`src/rtl/regfile_dbg_ctrl_if.sv`:
```
// Debug host command/response channel for the register-file debug controller.
// The host drives the master side; the controller implements the slave side.
interface regfile_dbg_ctrl_if #(
  parameter int WIDTH = 64,
  parameter int AW    = 5
) ();
  logic             cmd_valid;
  logic             cmd_ready;
  logic [1:0]       cmd_op;
  logic [AW-1:0]    cmd_addr;
  logic [WIDTH-1:0] cmd_data;

  logic             rsp_valid;
  logic             rsp_ready;
  logic [AW-1:0]    rsp_addr;
  logic [WIDTH-1:0] rsp_data;
  logic             rsp_last;
  logic             rsp_err;

  modport master (
    output cmd_valid, cmd_op, cmd_addr, cmd_data, rsp_ready,
    input  cmd_ready, rsp_valid, rsp_addr, rsp_data, rsp_last, rsp_err
  );

  modport slave (
    input  cmd_valid, cmd_op, cmd_addr, cmd_data, rsp_ready,
    output cmd_ready, rsp_valid, rsp_addr, rsp_data, rsp_last, rsp_err
  );
endinterface

```
`src/rtl/regfile_dbg_ctrl.sv`:
```
// Debug-side register file controller: halts the core, then performs a read,
// write, full dump or clear-all through the regfile debug port.
module regfile_dbg_ctrl #(
  parameter int WIDTH    = 64,
  parameter int NREG     = 32,
  parameter int AW       = 5,
  parameter int ZERO_REG = 31,
  parameter int TIMEOUT  = 255
) (
  input  logic             clk,
  input  logic             reset,
  regfile_dbg_ctrl_if.slave dbg,
  output logic             halt_req,
  input  logic             halted,
  output logic [AW-1:0]    ra_db,
  input  logic [WIDTH-1:0] rd_db,
  output logic [AW-1:0]    wa_db,
  output logic [WIDTH-1:0] wd_db,
  output logic             we_db
);

  localparam int            TW       = $clog2(TIMEOUT + 1);
  localparam logic [AW-1:0] LAST_IDX = AW'(NREG - 1);
  localparam logic [AW-1:0] ZERO_IDX = AW'(ZERO_REG);
  localparam logic [TW-1:0] TMO_LAST = TW'(TIMEOUT - 1);

  typedef enum logic [2:0] {
    S_IDLE,
    S_HALT_WAIT,
    S_READ,
    S_WRITE,
    S_DUMP_RD,
    S_DUMP_RSP,
    S_CLEAR,
    S_RESP
  } state_e;

  typedef enum logic [1:0] {
    OP_READ  = 2'b00,
    OP_WRITE = 2'b01,
    OP_DUMP  = 2'b10,
    OP_CLEAR = 2'b11
  } op_e;

  state_e           state_q, state_d;
  op_e              op_q, op_d;
  logic [AW-1:0]    addr_q, addr_d;
  logic [WIDTH-1:0] data_q, data_d;
  logic [AW-1:0]    idx_q, idx_d;
  logic [TW-1:0]    tmo_q, tmo_d;
  logic [AW-1:0]    rsp_addr_q, rsp_addr_d;
  logic [WIDTH-1:0] rsp_data_q, rsp_data_d;
  logic             rsp_err_q, rsp_err_d;
  logic             rsp_last_q, rsp_last_d;

  logic             cmd_ready;
  logic             rsp_valid;

  always_comb begin
    state_d    = state_q;
    op_d       = op_q;
    addr_d     = addr_q;
    data_d     = data_q;
    idx_d      = idx_q;
    tmo_d      = tmo_q;
    rsp_addr_d = rsp_addr_q;
    rsp_data_d = rsp_data_q;
    rsp_err_d  = rsp_err_q;
    rsp_last_d = rsp_last_q;

    cmd_ready  = 1'b0;
    rsp_valid  = 1'b0;
    halt_req   = 1'b1;
    ra_db      = '0;
    wa_db      = '0;
    wd_db      = '0;
    we_db      = 1'b0;

    case (state_q)
      S_IDLE: begin
        halt_req  = 1'b0;
        // Gated by reset so the host never sees ready during reset.
        cmd_ready = !reset;
        if (dbg.cmd_valid && cmd_ready) begin
          op_d    = op_e'(dbg.cmd_op);
          addr_d  = dbg.cmd_addr;
          data_d  = dbg.cmd_data;
          tmo_d   = '0;
          state_d = S_HALT_WAIT;
        end
      end

      S_HALT_WAIT: begin
        if (halted) begin
          idx_d = '0;
          case (op_q)
            OP_READ:  state_d = S_READ;
            OP_WRITE: state_d = S_WRITE;
            OP_DUMP:  state_d = S_DUMP_RD;
            OP_CLEAR: state_d = S_CLEAR;
          endcase
        end else if (tmo_q == TMO_LAST) begin
          rsp_addr_d = addr_q;
          rsp_data_d = '0;
          rsp_err_d  = 1'b1;
          rsp_last_d = 1'b1;
          state_d    = S_RESP;
        end else begin
          tmo_d = tmo_q + TW'(1);
        end
      end

      S_READ: begin
        ra_db      = addr_q;
        rsp_addr_d = addr_q;
        rsp_data_d = rd_db;
        rsp_err_d  = 1'b0;
        rsp_last_d = 1'b1;
        state_d    = S_RESP;
      end

      S_WRITE: begin
        wa_db      = addr_q;
        wd_db      = data_q;
        we_db      = (addr_q != ZERO_IDX);
        rsp_addr_d = addr_q;
        rsp_data_d = data_q;
        rsp_err_d  = (addr_q == ZERO_IDX);
        rsp_last_d = 1'b1;
        state_d    = S_RESP;
      end

      S_DUMP_RD: begin
        ra_db      = idx_q;
        rsp_addr_d = idx_q;
        rsp_data_d = rd_db;
        rsp_err_d  = 1'b0;
        rsp_last_d = (idx_q == LAST_IDX);
        state_d    = S_DUMP_RSP;
      end

      S_DUMP_RSP: begin
        rsp_valid = 1'b1;
        if (dbg.rsp_ready) begin
          if (rsp_last_q) begin
            state_d = S_IDLE;
          end else begin
            idx_d   = idx_q + AW'(1);
            state_d = S_DUMP_RD;
          end
        end
      end

      S_CLEAR: begin
        wa_db = idx_q;
        wd_db = '0;
        we_db = (idx_q != ZERO_IDX);
        if (idx_q == LAST_IDX) begin
          rsp_addr_d = idx_q;
          rsp_data_d = '0;
          rsp_err_d  = 1'b0;
          rsp_last_d = 1'b1;
          state_d    = S_RESP;
        end else begin
          idx_d = idx_q + AW'(1);
        end
      end

      S_RESP: begin
        rsp_valid = 1'b1;
        if (dbg.rsp_ready) begin
          state_d = S_IDLE;
        end
      end

      default: begin
        state_d = S_IDLE;
      end
    endcase
  end

  always_ff @(posedge clk) begin
    if (reset) begin
      state_q    <= S_IDLE;
      op_q       <= OP_READ;
      addr_q     <= '0;
      data_q     <= '0;
      idx_q      <= '0;
      tmo_q      <= '0;
      rsp_addr_q <= '0;
      rsp_data_q <= '0;
      rsp_err_q  <= 1'b0;
      rsp_last_q <= 1'b0;
    end else begin
      state_q    <= state_d;
      op_q       <= op_d;
      addr_q     <= addr_d;
      data_q     <= data_d;
      idx_q      <= idx_d;
      tmo_q      <= tmo_d;
      rsp_addr_q <= rsp_addr_d;
      rsp_data_q <= rsp_data_d;
      rsp_err_q  <= rsp_err_d;
      rsp_last_q <= rsp_last_d;
    end
  end

  assign dbg.cmd_ready = cmd_ready;
  assign dbg.rsp_valid = rsp_valid;
  assign dbg.rsp_addr  = rsp_addr_q;
  assign dbg.rsp_data  = rsp_data_q;
  assign dbg.rsp_err   = rsp_err_q;
  assign dbg.rsp_last  = rsp_last_q;

endmodule

```
`src/flat_wrapper.sv`:
```
// flat-port wrapper written by rule: the top's interface ports become plain ports
module regfile_dbg_ctrl_flat 
#(
  parameter int WIDTH    = 64,
  parameter int NREG     = 32,
  parameter int AW       = 5,
  parameter int ZERO_REG = 31,
  parameter int TIMEOUT  = 255
)
  (clk, reset, halt_req, halted, ra_db, rd_db, wa_db, wd_db, we_db, dbg_cmd_valid, dbg_cmd_op, dbg_cmd_addr, dbg_cmd_data, dbg_rsp_ready, dbg_cmd_ready, dbg_rsp_valid, dbg_rsp_addr, dbg_rsp_data, dbg_rsp_last, dbg_rsp_err);
  regfile_dbg_ctrl_if #(.WIDTH(WIDTH), .AW(AW)) dbg_i ();
  input  logic clk;
  input  logic reset;
  output logic halt_req;
  input  logic halted;
  output logic [AW-1:0] ra_db;
  input  logic [WIDTH-1:0] rd_db;
  output logic [AW-1:0] wa_db;
  output logic [WIDTH-1:0] wd_db;
  output logic we_db;
  input wire logic [$bits(dbg_i.cmd_valid)-1:0] dbg_cmd_valid;
  input wire logic [$bits(dbg_i.cmd_op)-1:0] dbg_cmd_op;
  input wire logic [$bits(dbg_i.cmd_addr)-1:0] dbg_cmd_addr;
  input wire logic [$bits(dbg_i.cmd_data)-1:0] dbg_cmd_data;
  input wire logic [$bits(dbg_i.rsp_ready)-1:0] dbg_rsp_ready;
  output wire logic [$bits(dbg_i.cmd_ready)-1:0] dbg_cmd_ready;
  output wire logic [$bits(dbg_i.rsp_valid)-1:0] dbg_rsp_valid;
  output wire logic [$bits(dbg_i.rsp_addr)-1:0] dbg_rsp_addr;
  output wire logic [$bits(dbg_i.rsp_data)-1:0] dbg_rsp_data;
  output wire logic [$bits(dbg_i.rsp_last)-1:0] dbg_rsp_last;
  output wire logic [$bits(dbg_i.rsp_err)-1:0] dbg_rsp_err;
  assign dbg_i.cmd_valid = dbg_cmd_valid;
  assign dbg_i.cmd_op = dbg_cmd_op;
  assign dbg_i.cmd_addr = dbg_cmd_addr;
  assign dbg_i.cmd_data = dbg_cmd_data;
  assign dbg_i.rsp_ready = dbg_rsp_ready;
  assign dbg_cmd_ready = dbg_i.cmd_ready;
  assign dbg_rsp_valid = dbg_i.rsp_valid;
  assign dbg_rsp_addr = dbg_i.rsp_addr;
  assign dbg_rsp_data = dbg_i.rsp_data;
  assign dbg_rsp_last = dbg_i.rsp_last;
  assign dbg_rsp_err = dbg_i.rsp_err;
  regfile_dbg_ctrl #(.WIDTH(WIDTH), .NREG(NREG), .AW(AW), .ZERO_REG(ZERO_REG), .TIMEOUT(TIMEOUT)) u_core (.clk(clk), .reset(reset), .dbg(dbg_i), .halt_req(halt_req), .halted(halted), .ra_db(ra_db), .rd_db(rd_db), .wa_db(wa_db), .wd_db(wd_db), .we_db(we_db));
endmodule
```
`config.mk`:
```
export PLATFORM = sky130hd
export DESIGN_NAME = regfile_dbg_ctrl_flat
export DESIGN_NICKNAME = d
export VERILOG_FILES = /design/src/rtl/regfile_dbg_ctrl_if.sv /design/src/rtl/regfile_dbg_ctrl.sv /design/src/flat_wrapper.sv
export SDC_FILE = /design/constraint.sdc
export NUM_CORES = 1
export LEC_CHECK = 0
export BUFFER_PORTS_ARGS = -buffer_cell sky130_fd_sc_hd__buf_2
export CAP_MARGIN = 20
export CORE_UTILIZATION = 45
export DETAILED_ROUTE_END_ITERATION = 10
export PLACE_DENSITY = 0.81
export SYNTH_ARGS = -nofsm -noshare
export SYNTH_HDL_FRONTEND = slang
export SYNTH_SLANG_ARGS = --single-unit
export TNS_END_PERCENT = 10
```
`constraint.sdc`:
```
create_clock -name clk -period 2.6 [get_ports clk]
set_input_delay 0.39 -clock clk [delete_from_list [all_inputs] [get_ports clk]]
set_output_delay 0.39 -clock clk [all_outputs]
set_load 0.01 [all_outputs]
```
# == Yosys cells after proc, flatten, opt, wreduce, memory -nomap -nowiden ==
# Cells that the tools add are included.
# totals
register_bits,158
input_bits,140
wordCells,94
# op_classes
add_sub_neg,2
eq_ne,26
mux,39
n_reduce_logical,17
# ops
cell,n
$mux W64,4
$pmux W64 S4,1
$mux W5,7
$mux W8,3
$mux W3,7
$pmux W3 S7,1
$pmux W5 S2,2
$pmux W5 S4,1
$pmux W8 S2,1
$pmux W5 S3,1
$ne A2 B2 Y1 const B,7
$eq A3 B3 Y1 const B,4
$pmux W3 S4,1
$reduce_and A4 Y1,3
$eq A5 B5 Y1 const B,2
$ne A5 B5 Y1 const B,2
$reduce_and A5 Y1,2
$add A8 B1 Y8 const B,1
$eq A8 B8 Y1 const B,1
$pmux W1 S4,2
$reduce_bool A4 Y1,2
$mux W1,7
$eq A3 B2 Y1 const B,2
$ne A2 B1 Y1 const B,3
other kinds (14),17

# == Depth between registers and ports, before layout ==
# logic_depth
ltp_word,4
mapped_depth,8

# == Least setup slack after synthesis ==
# OpenSTA, ideal clock, no wires.
# synth_path
kind,reg2reg
startpoint,register u_core.idx_q[0]
endpoint,"register u_core.rsp_data_q[18], in the netlist u_core.dbg.rsp_data[18]"
setup_ps,71
arrival_ps,1931
path_slack_ps,598
path_stages_with_launch,9
period_less_slack_ps,2002
cell_sequence,dfxtp_1 ha_1 and3_1 ha_1 nor2b_1 o21ai_1 a211oi_2 buf_2 o2bb2ai_1
# synth_via
elab_chain_len,3
# synth_lines
element,line,source
start: declaration,regfile_dbg_ctrl.sv:49,"logic [AW-1:0] idx_q, idx_d;"
start signal: assignment,regfile_dbg_ctrl.sv:199,idx_q <= idx_d;
$eq A5 B5 Y1,regfile_dbg_ctrl.sv:158,if (idx_q == LAST_IDX) begin
$ne A2 B1 Y1 (no line),--,
$reduce_and A4 Y1 (no line),--,
end signal: assignment,regfile_dbg_ctrl.sv:202,rsp_data_q <= rsp_data_d;
end: declaration,regfile_dbg_ctrl.sv:52,"logic [WIDTH-1:0] rsp_data_q, rsp_data_d;"
# Every way passes these cells.
# A chain may end at the register's enable or synchronous reset.

# == Final worst setup path ==
# layout_path
startpoint,register u_core.state_q[0]
endpoint,output port wd_db[34]
# layout_via
elab_chain_len,2
# layout_lines
element,line,source
start: declaration,regfile_dbg_ctrl.sv:45,"state_e state_q, state_d;"
start signal: assignment,regfile_dbg_ctrl.sv:195,state_q <= state_d;
$eq A3 B2 Y1,regfile_dbg_ctrl.sv:79,case (state_q)
$mux W64,regfile_dbg_ctrl.sv:79,
end: declaration,flat_wrapper.sv:19,output logic [WIDTH-1:0] wd_db;
# Every way passes these cells.

==> run summary <==
status: finished clean
GPL Wtd Cong: 0.885
remaining global-route overflow: 0
Post-Syn Instances: 798
Hold Path Depth: 3
first-pass GRT wire length: 32.0 mm
Post-Synth XOR/XNOR Area: 0.130%
EDFF count, synth: 0
Period minus WS final: 2.49 ns
final setup vio count: 0
Power Dens Cells: 788 nW/um^2
DRT iter0 DRCs: 534
CP cell instances: nor2b_4 > buf_12 > and3_1 > buf_2
Slew @ Worst Pin: 0.596 ns
largest net degree at the start of global routing: 81
final hold violation count: 0
synthesized area: 6760 um^2
Synth top cells by count: dfxtp_1 (158), nand2_1 (152), and3_1 (71)
n_diodes: 0
simple logic cell fraction of the synthesized area: 22.2%
top-count cell post-synth: dfxtp_1
clock-pin slew on the worst setup and hold paths: 0.06 ns
fmax: 0.401 GHz
DR pass1 iterations: 5
dominant synthesized flop cell: dfxtp_1
Distinct cells, synth: 51
post-synthesis compound-gate area fraction: 22.8%
reg-to-reg endpoint: u_core.dbg.rsp_data[17]$_SDFFE_PP0P_
final worst-path cycle share: 95.9%
hold slack: 0.159 ns
CP Class: reg2out
CP bufs+invs: 2
Rows: 44
setup total negative slack: 0 ns
peak supply drop: 490 uV
flops & latches, synth: 158
HP Start: dbg_cmd_data[7]
Detail Route Antenna Nets: 0
vias in the first global route: 6413
chip height: 125 um
total wire length: 20.0 mm
LEAKAGE: 4.17 nW
wire length per cell: 16.0 um
mean post-synth cell area: 8.47 um^2
core box area: 14600 um^2
reg2reg path depth: 8
initial antenna violation count: 1
CP Launch Type: flip-flop
main area contributors after synthesis: dfxtp_1 (47%), nand2_1 (8.4%), o2bb2ai_1 (8.4%)
FF+latch area: 3170 um^2
Buffers on Ports: 288
nature of the critical path endpoint: output port
ys async rst share: 0%
crit path max fanout: 30
FILL cells: 1265
area share of the largest cell type after synthesis: 46.8%
Slew HR: 60.1%
vias per std cell: 5.57
Setup Skew: 0.0123 ns
Seq/Total Area, Yosys: 46.8%
Initial Utilization: 46.3%
post-synth top area cell: dfxtp_1
Yosys warning total: 0
Data arrival, critical path: 2.10 ns
total number of vias: 6939
synthesized net count: 942
largest family of logic cells by synthesized area: compound AO/OA/AOI/OAI gates
Required @ worst endpoint: 2.21 ns
Boundary Pins: 289
Slowest Stage Delay on Critical Path: 0.61 ns
die area: 15500 um^2
latest clock arrival within the worst-skew pair: 0.42 ns
Slowest cell on crit path: dfxtp_1
Total GRT Usage: 25.5%
mux cell area share after synthesis: 2.63%
footprint of the multi-input gates: 3290 um^2
Max H-tree Level: 4
Syn-to-layout area delta: 32.5%
Synth Area in Adders: 0.741%
CTS Root Cell: clkbuf_16
TritonCTS clock tree: done
clock sinks: 158
CTS buffer count: 17
delay-heaviest family, CP: simple AND/OR/NAND/NOR gates
Worst Hold Endpoint: u_core.data_q[7]$_SDFFE_PP0P_
RR Startpoint: u_core.idx_q[0]$_SDFFE_PP0P_
CTS Buffer Depth: 2
DP Wirelength: 13.7 mm
max-slew violation count: 0
Die Wd: 125 um
RSZ-0062 raised after global routing: no
share of cells above drive strength 1: 33.3%
final routed DRC violation total: 0
HP Class: in2reg
Worst R2R Setup Slack: 0.37 ns
max-cap viol count: 0
fin nets: 1194
## metal layers
metal	vias up	GRT usage, %	wire (um)
met1	3294	32.0	8710
met5	-	0	13
li1	3349	-	-
met2	264	42.6	9630
met3	30	6.23	1230
met4	2	8.50	376
## cell families (layout without fill, tap and decap cells)
group | after synthesis | count (layout)
compound gates | 240 | 240
xor+xnor | 1 | 1
fa+ha+maj | 4 | 4
buf+inv | 78 | 342
flops | 158 | 158
mux | 17 | 17
simple gates | 300 | 300
## worst min-delay path, delay by kind of cell
family / cells / cell delay, ns
and+or+nand+nor: 1 / 0.03
buffers and inverters: 1 / 0.07
AOI/OAI and AO/OA: 1 / 0.05
## how the worst max path moves through the flow
stage,start,endpoint,slack [ns],depth (start not counted)
floorplan,u_core.idx_q[0]$_SDFFE_PP0P_,u_core.dbg.rsp_data[18]$_SDFFE_PP0P_,0.60,8
detailed placement,u_core.idx_q[0]$_SDFFE_PP0P_,u_core.dbg.rsp_data[17]$_SDFFE_PP0P_,0.37,8
CTS,u_core.state_q[0]$_SDFFE_PP0P_,wd_db[4],0.10,4
global placement,u_core.idx_q[0]$_SDFFE_PP0P_,u_core.dbg.rsp_data[31]$_SDFFE_PP0P_,0.40,8
finish,u_core.state_q[0]$_SDFFE_PP0P_,wd_db[34],0.11,4
global route,u_core.state_q[0]$_SDFFE_PP0P_,wd_db[25],0.03,4
## where the power goes
part / internal, mW / switching (mW)
logic: 0.616 / 0.914
registers: 2.74 / 0.207
clock network: 1.57 / 1.02
## repair_timing
action / in CTS / in global routing
gates resized for setup: 0 / 1
endpoints found under the setup margin: 0 / 2
setup buffers: 0 / 0
hold buffers: 0 / 0
## layout make-up
type,instances,area share [%]
well taps,184,2.57
inverters,6,0.251
repair buffers,305,18.2
clock buffers,19,5.06
clock inverters,12,1.76
multi-input cells,562,36.8
flip-flops and latches,158,35.3
## state kept, by name, indices dropped and copies added (netlist names)
register	count
u_core.data_q	64
u_core.dbg.rsp_data	64
u_core.tmo_q	8
u_core.addr_q	5
u_core.dbg.rsp_addr	5
u_core.idx_q	5
u_core.state_q	3
u_core.op_q	2
u_core.dbg.rsp_err	1
u_core.dbg.rsp_last	1
## placed cells by master (no fill, tap or decap), types with 6 or more instances in the layout
master     count
a21oi_1       70
a22oi_1       10
o21ai_0       65
o2bb2ai_1     65
buf_2        287
clkbuf_16     17
nor2_1        17
dfxtp_1      156
nand2_1      152
buf_4         13
nor2b_1       15
o21ai_1       11
mux2i_1       11
and3_1        71
nand3_1        8
mux2_2         6
## per-stage QoR
stage / cells / worst slack, ns / util [%] / instance area (um^2) / power, mW
after floorplan: 798 / 0.598 / - / 6760 / 3.89
final: 1246 / 0.105 / 61.4 / 8960 / 7.06
after global placement: 1215 / 0.405 / 57.2 / 8340 / 4.47
after CTS: 1246 / 0.102 / 61.4 / 8950 / 7.08
after detailed placement: 1215 / 0.371 / 57.2 / 8340 / 4.50
after global routing: 1246 / 0.0281 / 61.4 / 8960 / 7.39
(Power assumes the default switching activity.)
